$ cat config.mk
export PLATFORM = sky130hd
export DESIGN_NAME = pp_result_writer_flat
export DESIGN_NICKNAME = d
export VERILOG_FILES = /design/src/rtl/pp_result_writer_if.sv /design/src/rtl/pp_result_writer.sv /design/src/flat_wrapper.sv
export SDC_FILE = /design/constraint.sdc
export NUM_CORES = 1
export LEC_CHECK = 0
export CORE_ASPECT_RATIO = 1.4
export CORE_MARGIN = 2
export CORE_UTILIZATION = 49
export DETAILED_ROUTE_END_ITERATION = 12
export PLACE_DENSITY = 0.77
export RECOVER_POWER = 50
export SYNTH_ARGS = -nofsm -noshare
export SYNTH_HDL_FRONTEND = slang
export SYNTH_SLANG_ARGS = --single-unit
$ cat constraint.sdc
create_clock -name clk -period 14.41 [get_ports clk]
set_input_delay 1.441 -clock clk [delete_from_list [all_inputs] [get_ports clk]]
set_output_delay 1.441 -clock clk [all_outputs]
set_load 0.01 [all_outputs]
$ cat src/rtl/pp_result_writer_if.sv
// SRAM write-beat bus between the result writer (master) and the feature-map SRAM (slave).
interface pp_result_writer_if #(
  parameter int ADDR_W   = 16,
  parameter int WR_BYTES = 4
);
  logic                    wr_en;
  logic [ADDR_W-1:0]       wr_addr;
  logic [WR_BYTES*8-1:0]   wr_data;
  logic                    wr_ready;

  modport master (output wr_en, output wr_addr, output wr_data, input wr_ready);
  modport slave  (input wr_en, input wr_addr, input wr_data, output wr_ready);
endinterface

$ cat src/rtl/pp_result_writer.sv
// Buffers LANES x int8 result vectors in a small FIFO and drains each one to SRAM as
// BEATS consecutive WR_BYTES-wide write beats, signalling all_done after cfg_count vectors.
//
// state  | meaning
// S_IDLE | waiting for cfg_start; input vectors are dropped
// S_RUN  | accepting vectors and issuing write beats
// S_DONE | last beat accepted; all_done pulses for this one cycle
module pp_result_writer #(
  parameter int LANES      = 32,
  parameter int WR_BYTES   = 4,
  parameter int ADDR_W     = 16,
  parameter int FIFO_DEPTH = 2
) (
  input  logic                 clk,
  input  logic                 rst_n,
  input  logic                 cfg_start_i,
  input  logic [ADDR_W-1:0]    cfg_base_addr_i,
  input  logic [ADDR_W-1:0]    cfg_stride_i,
  input  logic [15:0]          cfg_count_i,
  input  logic                 in_valid_i,
  input  logic [LANES*8-1:0]   in_data_i,
  pp_result_writer_if.master   wr,
  output logic                 busy_o,
  output logic                 all_done_o,
  output logic                 overflow_o
);

  localparam int BEATS  = LANES / WR_BYTES;
  localparam int BEAT_W = (BEATS > 1) ? $clog2(BEATS) : 1;
  localparam int PTR_W  = $clog2(FIFO_DEPTH);
  localparam int CNT_W  = PTR_W + 1;
  localparam int WORD_W = WR_BYTES * 8;

  typedef enum logic [1:0] {S_IDLE, S_RUN, S_DONE} state_e;

  state_e              state_q, state_d;
  logic [ADDR_W-1:0]   vec_addr_q, stride_q;
  logic [15:0]         count_q, pushed_q, written_q;
  logic [BEAT_W-1:0]   beat_q;
  logic [LANES*8-1:0]  fifo_mem_q [FIFO_DEPTH];
  logic [PTR_W-1:0]    wr_ptr_q, rd_ptr_q;
  logic [CNT_W-1:0]    fifo_cnt_q;
  logic                overflow_q;

  logic                wr_en_c, busy_c, all_done_c;
  logic                start, fifo_empty, fifo_full;
  logic                accept, last_beat, last_vec, pop, push, drop;
  logic [WORD_W-1:0]   head_words [BEATS];

  assign start      = cfg_start_i && (state_q == S_IDLE);
  assign fifo_empty = (fifo_cnt_q == '0);
  assign fifo_full  = (fifo_cnt_q == CNT_W'(FIFO_DEPTH));
  assign accept     = wr_en_c && wr.wr_ready;
  assign last_beat  = (beat_q == BEAT_W'(BEATS - 1));
  assign last_vec   = (written_q == count_q - 16'd1);
  assign pop        = accept && last_beat;
  // Pushes are capped at cfg_count so surplus vectors never reach the SRAM.
  assign push       = in_valid_i && (state_q == S_RUN) && (pushed_q != count_q) &&
                      (!fifo_full || pop);
  assign drop       = in_valid_i && !push;

  always_ff @(posedge clk or negedge rst_n) begin
    if (!rst_n) state_q <= S_IDLE;
    else        state_q <= state_d;
  end

  always_comb begin
    state_d = state_q;
    case (state_q)
      S_IDLE:  if (start) state_d = (cfg_count_i == 16'd0) ? S_DONE : S_RUN;
      S_RUN:   if (pop && last_vec) state_d = S_DONE;
      S_DONE:  state_d = S_IDLE;
      default: state_d = S_IDLE;
    endcase
  end

  always_comb begin
    wr_en_c    = 1'b0;
    busy_c     = 1'b0;
    all_done_c = 1'b0;
    case (state_q)
      S_RUN:  begin busy_c = 1'b1; wr_en_c = !fifo_empty; end
      S_DONE: begin busy_c = 1'b1; all_done_c = 1'b1; end
      default: ;
    endcase
  end

  always_ff @(posedge clk or negedge rst_n) begin
    if (!rst_n) begin
      vec_addr_q <= '0;
      stride_q   <= '0;
      count_q    <= '0;
      pushed_q   <= '0;
      written_q  <= '0;
      beat_q     <= '0;
      wr_ptr_q   <= '0;
      rd_ptr_q   <= '0;
      fifo_cnt_q <= '0;
      overflow_q <= 1'b0;
    end else begin
      if (start) begin
        vec_addr_q <= cfg_base_addr_i;
        stride_q   <= cfg_stride_i;
        count_q    <= cfg_count_i;
        pushed_q   <= '0;
        written_q  <= '0;
        beat_q     <= '0;
        wr_ptr_q   <= '0;
        rd_ptr_q   <= '0;
        fifo_cnt_q <= '0;
      end else begin
        if (push) begin
          wr_ptr_q <= wr_ptr_q + PTR_W'(1);
          pushed_q <= pushed_q + 16'd1;
        end
        if (accept) begin
          if (last_beat) begin
            beat_q     <= '0;
            rd_ptr_q   <= rd_ptr_q + PTR_W'(1);
            vec_addr_q <= vec_addr_q + stride_q;
            written_q  <= written_q + 16'd1;
          end else begin
            beat_q <= beat_q + BEAT_W'(1);
          end
        end
        case ({push, pop})
          2'b10:   fifo_cnt_q <= fifo_cnt_q + CNT_W'(1);
          2'b01:   fifo_cnt_q <= fifo_cnt_q - CNT_W'(1);
          default: ;
        endcase
      end
      if (drop)       overflow_q <= 1'b1;
      else if (start) overflow_q <= 1'b0;
    end
  end

  // Storage only; validity is tracked by fifo_cnt_q, so no reset is needed here.
  always_ff @(posedge clk) begin
    if (push) fifo_mem_q[wr_ptr_q] <= in_data_i;
  end

  for (genvar b = 0; b < BEATS; b++) begin : g_words
    assign head_words[b] = fifo_mem_q[rd_ptr_q][b*WORD_W +: WORD_W];
  end

  assign wr.wr_en    = wr_en_c;
  assign wr.wr_addr  = vec_addr_q + ADDR_W'(beat_q);
  assign wr.wr_data  = wr_en_c ? head_words[beat_q] : '0;
  assign busy_o      = busy_c;
  assign all_done_o  = all_done_c;
  assign overflow_o  = overflow_q;

endmodule

$ cat src/flat_wrapper.sv
// flat-port wrapper written by rule: the top's interface ports become plain ports
module pp_result_writer_flat 
#(
  parameter int LANES      = 32,
  parameter int WR_BYTES   = 4,
  parameter int ADDR_W     = 16,
  parameter int FIFO_DEPTH = 2
)
  (clk, rst_n, cfg_start_i, cfg_base_addr_i, cfg_stride_i, cfg_count_i, in_valid_i, in_data_i, busy_o, all_done_o, overflow_o, wr_wr_en, wr_wr_addr, wr_wr_data, wr_wr_ready);
  pp_result_writer_if #(.ADDR_W(ADDR_W), .WR_BYTES(WR_BYTES)) wr_i ();
  input  logic clk;
  input  logic rst_n;
  input  logic cfg_start_i;
  input  logic [ADDR_W-1:0] cfg_base_addr_i;
  input  logic [ADDR_W-1:0] cfg_stride_i;
  input  logic [15:0] cfg_count_i;
  input  logic in_valid_i;
  input  logic [LANES*8-1:0] in_data_i;
  output logic busy_o;
  output logic all_done_o;
  output logic overflow_o;
  output wire logic [$bits(wr_i.wr_en)-1:0] wr_wr_en;
  output wire logic [$bits(wr_i.wr_addr)-1:0] wr_wr_addr;
  output wire logic [$bits(wr_i.wr_data)-1:0] wr_wr_data;
  input wire logic [$bits(wr_i.wr_ready)-1:0] wr_wr_ready;
  assign wr_wr_en = wr_i.wr_en;
  assign wr_wr_addr = wr_i.wr_addr;
  assign wr_wr_data = wr_i.wr_data;
  assign wr_i.wr_ready = wr_wr_ready;
  pp_result_writer #(.LANES(LANES), .WR_BYTES(WR_BYTES), .ADDR_W(ADDR_W), .FIFO_DEPTH(FIFO_DEPTH)) u_core (.clk(clk), .rst_n(rst_n), .cfg_start_i(cfg_start_i), .cfg_base_addr_i(cfg_base_addr_i), .cfg_stride_i(cfg_stride_i), .cfg_count_i(cfg_count_i), .in_valid_i(in_valid_i), .in_data_i(in_data_i), .wr(wr_i), .busy_o(busy_o), .all_done_o(all_done_o), .overflow_o(overflow_o));
endmodule
Word-level counts from Yosys, hierarchy flattened
Memory sizes are Yosys's and may differ from the RTL's.
Cells that the tools add are included.
- register bits: 90
- memory bits (writable): 512
- input bits: 309
- output and inout bits: 52
- logic and storage cells: 90
- memories: 1
- add/sub/neg operators: 10
- order comparisons: 1
- eq/ne operators: 10
- muxes and demuxes: 33
- bitwise gates (word level): 1
- reductions and logical operators: 23
- memories (memory ; depth ; width ; rd ports ; clocked after Yosys merged registers in ; write ports ; line ; text):
    u_core.fifo_mem_q ; 2 ; 256 ; 1 ; 0 ; 1 ; pp_result_writer.sv:40 ; logic [LANES*8-1:0] fifo_mem_q [FIFO_DEPTH];
- operator list (kind ; count):
    $mux 16 ; 8
    $bmux 32 s3 ; 1
    $mux 32 ; 3
    $add 16x1->16 const B ; 2
    $add 16x16->16 ; 1
    $add 16x3->16 ; 1
    $eq 16x16->1 ; 1
    $logic_not 16->1 ; 1
    $ne 16x16->1 ; 1
    $sub 16x1->16 const B ; 1
    $mux 1 ; 12
    $mux 3 ; 3
    $logic_and 1x1->1 ; 8
    $mux 2 ; 4
    $pmux 2 s2 ; 2
    $reduce_bool 2->1 ; 4
    $eq 2x2->1 const B ; 3
    $eq 2x1->1 const B ; 2
    $ge 4x4->1 const B ; 1
    $logic_not 2->1 ; 2
    $not 3->4 ; 1
    $reduce_and 2->1 ; 2
    $add 3x1->3 const B ; 1
    $eq 3x3->1 const B ; 1
    other kinds (9) ; 12

Logic depth before layout (Yosys ltp)
Gate-level depths: netlist (run 1).
- word-level depth: 10
- depth in mapped cells: 12
- mapped depth without buffers: 11

Least setup slack after synthesis (run 1)
OpenSTA, ideal clock, no wires.
- path type: input to register
- from: input port wr_wr_ready
- to: memory u_core.fifo_mem_q[0][0] (netlist bit), enable pin
- setup time: 908 ps
- arrival time: 13549 ps
- required time: 13502 ps
- setup slack: -47 ps
- cell stages on the path: 4
- path buffers: 1
- cells stage by stage: nand3_1 -> a311oi_1 -> clkbuf_1 -> nor2b_1
- longest elaborated chain between the ends: 6
- RTL lines (what ; line ; text):
    from (decl) ; flat_wrapper.sv:25 ; input wire logic [$bits(wr_i.wr_ready)-1:0] wr_wr_ready;
    $logic_and 1x1->1 ; pp_result_writer.sv:53 ; assign accept = wr_en_c && wr.wr_ready;
    $logic_and 1x1->1 ; pp_result_writer.sv:56 ; assign pop = accept && last_beat;
    $logic_or 1x1->1 ; pp_result_writer.sv:59 ; (!fifo_full || pop);
    $logic_and 1x1->1 ; pp_result_writer.sv:58 ; assign push = in_valid_i && (state_q == S_RUN) && (pushed_q != count_q) &&
    $mux 1 ; pp_result_writer.sv:139 ; if (push) fifo_mem_q[wr_ptr_q] <= in_data_i;
    $mux 1 (not written as such) ; pp_result_writer.sv:139 ;
    to (decl) ; pp_result_writer.sv:40 ;
Every way passes these cells.

Worst setup path in the final report (run 1)
- from: register u_core.state_q[1]
- to: memory u_core.fifo_mem_q[1][0] (netlist bit), enable pin
- longest elaborated chain between the ends: 8
- elaborated cells on any way between the ends: 10
- classes of those cells: eq/ne: 1; mux: 3; reduce/logical: 6
- RTL lines (what ; line ; text):
    from (decl) ; pp_result_writer.sv:36 ; state_e state_q, state_d;
    from (signal assigned) ; pp_result_writer.sv:64 ; else state_q <= state_d;
    $eq 2x1->1 (*) ; pp_result_writer.sv:58, pp_result_writer.sv:81 ;
    $mux 1 ; pp_result_writer.sv:81 ; case (state_q)
    $logic_and 1x1->1 ; pp_result_writer.sv:53 ;
    $logic_and 1x1->1 ; pp_result_writer.sv:56 ;
    $logic_or 1x1->1 ; pp_result_writer.sv:59 ;
    $logic_and 1x1->1 (*) ; pp_result_writer.sv:58 ;
    $mux 1 (*) ; pp_result_writer.sv:139 ;
    $mux 1 (not written as such) (*) ; pp_result_writer.sv:139 ;
Every way passes the cells marked *; elsewhere a longest branch is shown, timed or not.

==> results of run 1 <==
==> cell usage in the layout (no fill, tap or decap), types with 4 or more instances in the layout <==
master,netlist,final
a21o_1,4,4
clkdlybuf4s50_1,0,102
nand2b_1,4,4
bufinv_16,0,13
nor3_1,17,17
mux4_2,160,160
ha_1,26,26
clkinv_2,0,11
nor2b_1,5,4
buf_4,1,8
or3_1,6,6
clkbuf_1,52,12
nor2_1,64,64
o21ai_0,22,22
nand3_1,28,28
dlygate4sd3_1,0,257
a21oi_1,28,28
clkbuf_16,0,56
and2_1,35,33
a31oi_1,8,8
a211oi_1,4,4
mux2i_1,5,5
nor4_1,9,9
dfrtp_1,90,86
nand2_1,152,152
xnor2_1,53,53
diode_2,0,28
and3_1,8,8
inv_1,20,20
edfxtp_1,512,512
xor2_1,40,40
nand4_1,17,17
clkinv_1,0,10
==> worst max-delay path, delay by kind of cell, from the launching register on <==
family,cells,cell delay [ns]
AO/OA/AOI/OAI,2,1.74
adder cells (fa/ha/maj),1,0.28
buffers and inverters,3,1.10
AND/OR/NAND/NOR,2,1.62
flip-flops,1,0.40
==> sequential cells by signal, summed over array words and instances, names as in the netlist <==
signal             flops
u_core.beat_q          3
u_core.count_q        16
u_core.fifo_cnt_q      2
u_core.fifo_mem_q    512
u_core.overflow_o      1
u_core.pushed_q       16
u_core.rd_ptr_q        1
u_core.state_q         2
u_core.stride_q       16
u_core.vec_addr_q     16
u_core.wr_ptr_q        1
u_core.written_q      16
==> layout make-up <==
type | count | area (um2) | share of cell area [%]
tap | 650 | 813 | 2.59
sequential | 602 | 17600 | 56.2
clock inverter | 39 | 566 | 1.80
inverter | 20 | 75.1 | 0.239
clock buffer | 65 | 1440 | 4.57
antenna | 28 | 70.1 | 0.223
multi-input combinational | 730 | 7080 | 22.6
timing repair buffer | 372 | 3700 | 11.8
==> power by group through the flow <==
stage          combinational [mW]  sequential [mW]  clock [mW]
2_1_floorplan               0.837             2.30           0
3_3_place_gp                 1.15             2.35           0
3_5_place_dp                 1.18             2.36           0
4_1_cts                      1.19             2.33        1.63
5_1_grt                      1.28             2.36        1.69
6_report                     1.17             2.33        1.59
==> kinds of logic (layout without fill, tap and decap cells) <==
group,after synthesis,count (layout)
other cells,0,28
flops,602,602
fa+ha+maj,28,28
xor+xnor,93,93
simple gates,357,357
mux,165,165
compound gates,87,87
buf+inv,92,496
==> how the worst max path moves through the flow <==
| stage | startpoint | endpoint | slack, ns | cells after the start |
|---|---|---|---|---|
| floorplan | wr_wr_ready | u_core.fifo_mem_q[0][0]$_DFFE_PP_ | 4.91 | 4 |
| global placement | wr_wr_ready | u_core.fifo_mem_q[1][199]$_DFFE_PP_ | 8.63 | 6 |
| detailed placement | wr_wr_ready | u_core.fifo_mem_q[1][199]$_DFFE_PP_ | 8.44 | 6 |
| CTS | u_core.state_q[1]$_DFFE_PN0P_ | u_core.fifo_mem_q[1][35]$_DFFE_PP_ | 8.47 | 8 |
| global route | rst_n | u_core.rd_ptr_q$_DFFE_PN0P_ | 7.48 | 2 |
| finish | u_core.state_q[1]$_DFFE_PN0P_ | u_core.fifo_mem_q[1][0]$_DFFE_PP_ | 8.51 | 8 |
==> metal layers <==
layer | routed length [um] | vias up | part of all wire, %
met3 | 4330 | 163 | 7.5
met2 | 30400 | 595 | 52
met4 | 2400 | 24 | 4.1
met5 | 160 | - | 0.28
li1 | - | 6305 | -
met1 | 20600 | 7197 | 36
==> cells in the mapped netlist (all sizes together), types with 3 or more instances <==
library cell,n
edfxtp,512
mux4,160
nand2,153
dfrtp,90
nor2,64
xnor2,53
clkbuf,52
xor2,40
and2,35
a21oi,28
nand3,28
ha,26
o21ai,22
buf,20
inv,20
nand4,17
nor3,17
nor4,10
a31oi,8
and3,8
or3,6
mux2i,5
nor2b,5
a211oi,4
a21o,4
nand2b,4
and4,3
o41ai,3
==> flow_summary_export.csv, run 1 <==
group,metric,value,unit
synthesis,syn_avg_cell_area,17.6,um2
critical_path,worstPathCellList,"inv_1 > ha_1 > o21a_2 > nand3_1 > a311oi_1 > buf_4 > and2_4 > buf_12",
cells_and_area,areaGrowthSynthToFinish,25.3,%
clock_tree,postCtsSetupBuffers,0,
detailed_routing,routed_wirelength,57.8,mm
grt,gr-usage-met3,5.96,%
synthesis,synth_top_family_by_area,"multiplexers",
sta,drv_slew,165,
sta,setup_viol,0,
cells_and_area,drive_above_1_share,14.7,%
critical_path,max_stage_delay,0.88,ns
cells_and_area,instances_no_fill,2506,
clock_tree,clock_path_buffers,3,
sta,fmax,0.170,GHz
clock_tree,cts_tree,"done",
clock_tree,htree_levels,2,
synthesis,ys_seq_area_share,70.3,%
die,fp.dieH,272,um
critical_path,cp_slowest_cell,"a311oi_1",
critical_path,crit_required,14.61,ns
critical_path,ff2ff_path_depth,8,
pwr,pwr_density_cell,162,nW/um2
cells_and_area,design_area,31400,um2
sta,max_slew_margin,-164,%
die,die_area,53000,um2
placed_design,place_congestion,0.853,
sta,final_hold_viol_count,0,
sta,setup_slack,8.51,ns
pwr,leakagePower,10.6,nW
pwr,comb_power_share,23.0,%
clock_tree,worstSkewPairLatency,0.62,ns
placed_design,hpwl,37.3,mm
critical_path,rrSetupSlack,8.51,ns
placed_design,io_buffers,360,
clock_tree,cts_sinks,602,
sta,setup_tns,0,ns
synthesis,synth_nets,1761,
detailed_routing,drc_errors,0,
grt,first_global_vias,15000,
synthesis,synthAdderAreaFrac,1.46,%
detailed_routing,num_vias,14300,
run,cap_viol_max_count,2,
synthesis,synth_compound_area_share,2.26,%
pwr,p_switching,1.41,mW
cells_and_area,final_nets,2119,
grt,met1_usage,24.9,%
placed_design,dpl_cell_area,29300,um2
synthesis,synth.distinct_cells,53,
synthesis,synthArstFlopShare,15.0,%
detailed_routing,drt_iter0_drc,1184,
synthesis,synth-simple-area-share,6.68,%
sta,tightest_slew,3.96,ns
hold_path,hold_path.startpoint,"u_core.stride_q[2]$_DFFE_PN0P_",
hold_path,min_to,"u_core.stride_q[2]$_DFFE_PN0P_",
grt,grt_busiest_layer,"met2",
sta,period_needed,5.90,ns
detailed_routing,wl_per_cell,23.1,um
detailed_routing,via_per_inst,5.70,
synthesis,yosys_warnings,0,
sta,finClkSkew,0.0339,ns
cells_and_area,final_core_util,61.8,%
grt,grt_max_degree,193,
synthesis,yosysTopAreaCell,"edfxtp_1",
critical_path,end_kind,"register",
synthesis,synth-xor-area-share,3.25,%
status,violations,"capacitance limit, slew limit",
grt,grt_first_pass_wirelength,86.7,mm
die,dieWidth,195,um
pwr,ir_drop,0.168,mV
sta,finalHoldWorstSlack,0.487,ns
critical_path,path_max_fanout,188,
clock_tree,cts_root_buf,"clkbuf_16",
critical_path,cp_data_arrival_time,6.10,ns
pwr,power_frac_seq,45.8,%
grt,grt_antenna_before_repair,46,
pwr,clkPwrFrac,31.3,%
critical_path,r2r-start,"u_core.state_q[1]$_DFFE_PN0P_",
synthesis,muxShareOfSynthArea,14.6,%
clock_tree,clk_pin_slew_worst_paths,0.06,ns
detailed_routing,dr.pass1.iters,5,
detailed_routing,ant_nets,0,
grt,grtUsageMet2,38.4,%
synthesis,yosys_register_bits,602,
die,start_util,49.4,%
critical_path,start_kind,"register",
sta,fin_crit_sh,40.9,%
placed_design,placedCellCount,2374,
synthesis,synth.area.top_cells,"edfxtp_1 61%, mux4_2 14%, dfrtp_1 9.0%",
critical_path,critical_path_class,"register to register",
die,core,50800,um2
placed_design,pre_cts_slack,8.44,ns
clock_tree,cts_resized,0,
hold_path,hold_depth,2,
status,outcome,"complete, but fails checks",
hold_path,hp-class,"register to register",
critical_path,r2r_end,"u_core.fifo_mem_q[1][0]$_DFFE_PP_",
pwr,p_int,3.68,mW
grt,grt_overflow,0,
pwr,switching_share,27.8,%
clock_tree,cts_inserted_buffers,56,
die,rows,98,
synthesis,synth_edf_count,512,
grt,track_usage,21.7,%
synthesis,synthCells,1424,
sta,grt_setup_unrepaired,"no",
cells_and_area,n_fill_cell,3619,
die,io_pins,361,
pwr,total_power,5.09,mW
synthesis,synth.cell_area,25100,um2
clock_tree,postCtsHoldBufs,0,
synthesis,ys.flop_type,"edfxtp_1",
synthesis,synth.top_cell.area_share,61.4,%
No activity file was read; power rests on OpenSTA's default activity.
==> inputs of run 2 (changes only) <==
==> constraint.sdc (replaced) <==
create_clock -name clk -period 4.75 [get_ports clk]
set_input_delay 0.475 -clock clk [delete_from_list [all_inputs] [get_ports clk]]
set_output_delay 0.475 -clock clk [all_outputs]
set_load 0.01 [all_outputs]
==> run 2 against run 1 <==
- die area did not move
- global-route usage rose by 0.40 points
- clock power rose to 2.9 times the previous value
- clock skew shrank 0.0014 ns
- highest routed layer unchanged
- critical path depth shrank 3
- the run still ends with capacitance limit, slew limit left
- register-to-register slack worse by 7.2 ns
- cell count is 0.56% higher
- critical path type is now register to primary output
- via count fell by 0.38%
- combinational power increased to 3.1 times the previous value
- sequential power rose to 3.0 times the previous value
- flip-flop and latch count stayed put
- utilization grew 0.29 points
==> flow_summary_export.csv, run 2 (synthesis results as in run 1) <==
group,metric,value,unit
clock_tree,htree_levels,2,
sta,final_hold_viol_count,0,
detailed_routing,ant_nets,0,
cells_and_area,largest_register_ffs,512,
pwr,pwr_density_cell,486,nW/um2
sta,fin_crit_sh,85.4,%
cells_and_area,final_nets,2130,
cells_and_area,largest-register,"u_core.fifo_mem_q",
die,dieWidth,195,um
die,die_area,53000,um2
grt,grt_first_pass_wirelength,88.4,mm
cells_and_area,layout_common_cells,"512 x edfxtp_1, 259 x dlygate4sd3_1, 160 x mux4_2, 152 x nand2_1, 101 x clkdlybuf4s50_1",
placed_design,pre_cts_slack,1.27,ns
placed_design,hpwl,38.7,mm
clock_tree,clk_pin_slew_worst_paths,0.06,ns
placed_design,place_congestion,0.869,
die,core,50800,um2
die,io_pins,361,
sta,period_needed,4.06,ns
placed_design,io_buffers,360,
cells_and_area,areaGrowthSynthToFinish,25.8,%
sta,fmax,0.246,GHz
detailed_routing,drc_errors,0,
critical_path,critical_path_class,"register to primary output",
sta,tightest_slew,2.83,ns
die,fp.dieH,272,um
pwr,total_power,15.3,mW
sta,drv_slew,87,
grt,first_global_vias,15300,
clock_tree,cts_root_buf,"clkbuf_16",
pwr,ir_drop,0.342,mV
critical_path,crit_required,4.28,ns
detailed_routing,routed_wirelength,58.1,mm
detailed_routing,via_per_inst,5.65,
clock_tree,cts_inserted_buffers,56,
status,violations,"capacitance limit, slew limit",
grt,grt_antenna_before_repair,58,
cells_and_area,instances_no_fill,2520,
status,outcome,"complete, but fails checks",
cells_and_area,final_common_cell,"edfxtp_1",
die,start_util,49.4,%
critical_path,cp_data_arrival_time,3.58,ns
critical_path,path_max_fanout,23,
sta,finClkSkew,0.0325,ns
sta,setup_tns,0,ns
placed_design,placedCellCount,2384,
sta,grt_setup_unrepaired,"no",
clock_tree,clock_path_buffers,3,
detailed_routing,drt_iter0_drc,898,
grt,grt_overflow,0,
detailed_routing,wl_per_cell,23.1,um
clock_tree,cts_sinks,602,
cells_and_area,drive_above_1_share,15.8,%
pwr,leakagePower,10.7,nW
detailed_routing,dr.pass1.iters,5,
critical_path,start_kind,"register",
critical_path,end_kind,"primary output",
run,cap_viol_max_count,2,
clock_tree,worstSkewPairLatency,0.63,ns
hold_path,hp-class,"input port to register",
sta,setup_slack,0.692,ns
detailed_routing,num_vias,14200,
grt,grt_max_degree,131,
sta,setup_viol,0,
grt,track_usage,22.1,%
sta,max_slew_margin,-88.7,%
clock_tree,cts_tree,"done",
die,rows,98,
==> run 2: repair_timing <==
item	CTS	global route
buffers inserted	0	0
resized for setup	0	0
hold buffers	1	0
hold endpoints to repair	50	0
==> run 2: routing by layer <==
layer / vias to the layer above / part of all wire, % / global-route usage [%]
met4: 40 / 3.6 / 9.32
met2: 526 / 53 / 39.2
met5: - / 0.44 / 0
met1: 7185 / 36 / 25.2
li1: 6324 / - / -
met3: 155 / 7.3 / 6.15
==> run 2: path summary, 6_finish.rpt <==
path | startpoint | end | slack, ns | cells past startpoint
min reg2reg | u_core.stride_q[2]$_DFFE_PN0P_ | u_core.stride_q[2]$_DFFE_PN0P_ | 0.48 | 2
max reg2reg | u_core.state_q[0]$_DFFE_PN0P_ | u_core.count_q[1]$_DFFE_PN0P_ | 1.28 | 5
min in group asynchronous | rst_n | u_core.count_q[3]$_DFFE_PN0P_ | 1.32 | 2
max | u_core.rd_ptr_q$_DFFE_PN0P_ | wr_wr_data[11] | 0.69 | 5
max in group asynchronous | rst_n | u_core.overflow_o$_DFFE_PN0P_ | 1.22 | 3
min | cfg_stride_i[11] | u_core.stride_q[11]$_DFFE_PN0P_ | 0.40 | 3
==> run 2: area by class of cell <==
class	count	area [um2]
fillers	3623	19200
diodes	31	77.6
clock inverters	41	463
well taps	650	813
flip-flops and latches	602	17600
multi-input cells	730	7110
clock buffers	63	1490
repair buffers	383	3870
inverters	20	75.1
==> run 2: where the power goes <==
part           total (mW)  internal, mW  switching (mW)
clock network        4.69          2.71            1.98
logic                3.63          1.77            1.86
registers            7.01          6.52           0.485
==> run 2: through the flow <==
step	instance area, um2	util, %	hold slack, ns
floorplan	25100	-	0.179
global placement	29500	58.1	0.473
detailed placement	29500	58.1	0.472
CTS	31500	62.0	0.375
global route	31500	62.1	0.394
finish	31500	62.1	0.403
==> run 2: critical path, stage by stage (launching register included) <==
cell and delay [ns]:
dfrtp_4 0.77, buf_4 0.43, mux4_2 0.61, mux4_2 0.48
and2_1 0.19, clkdlybuf4s50_1 0.48
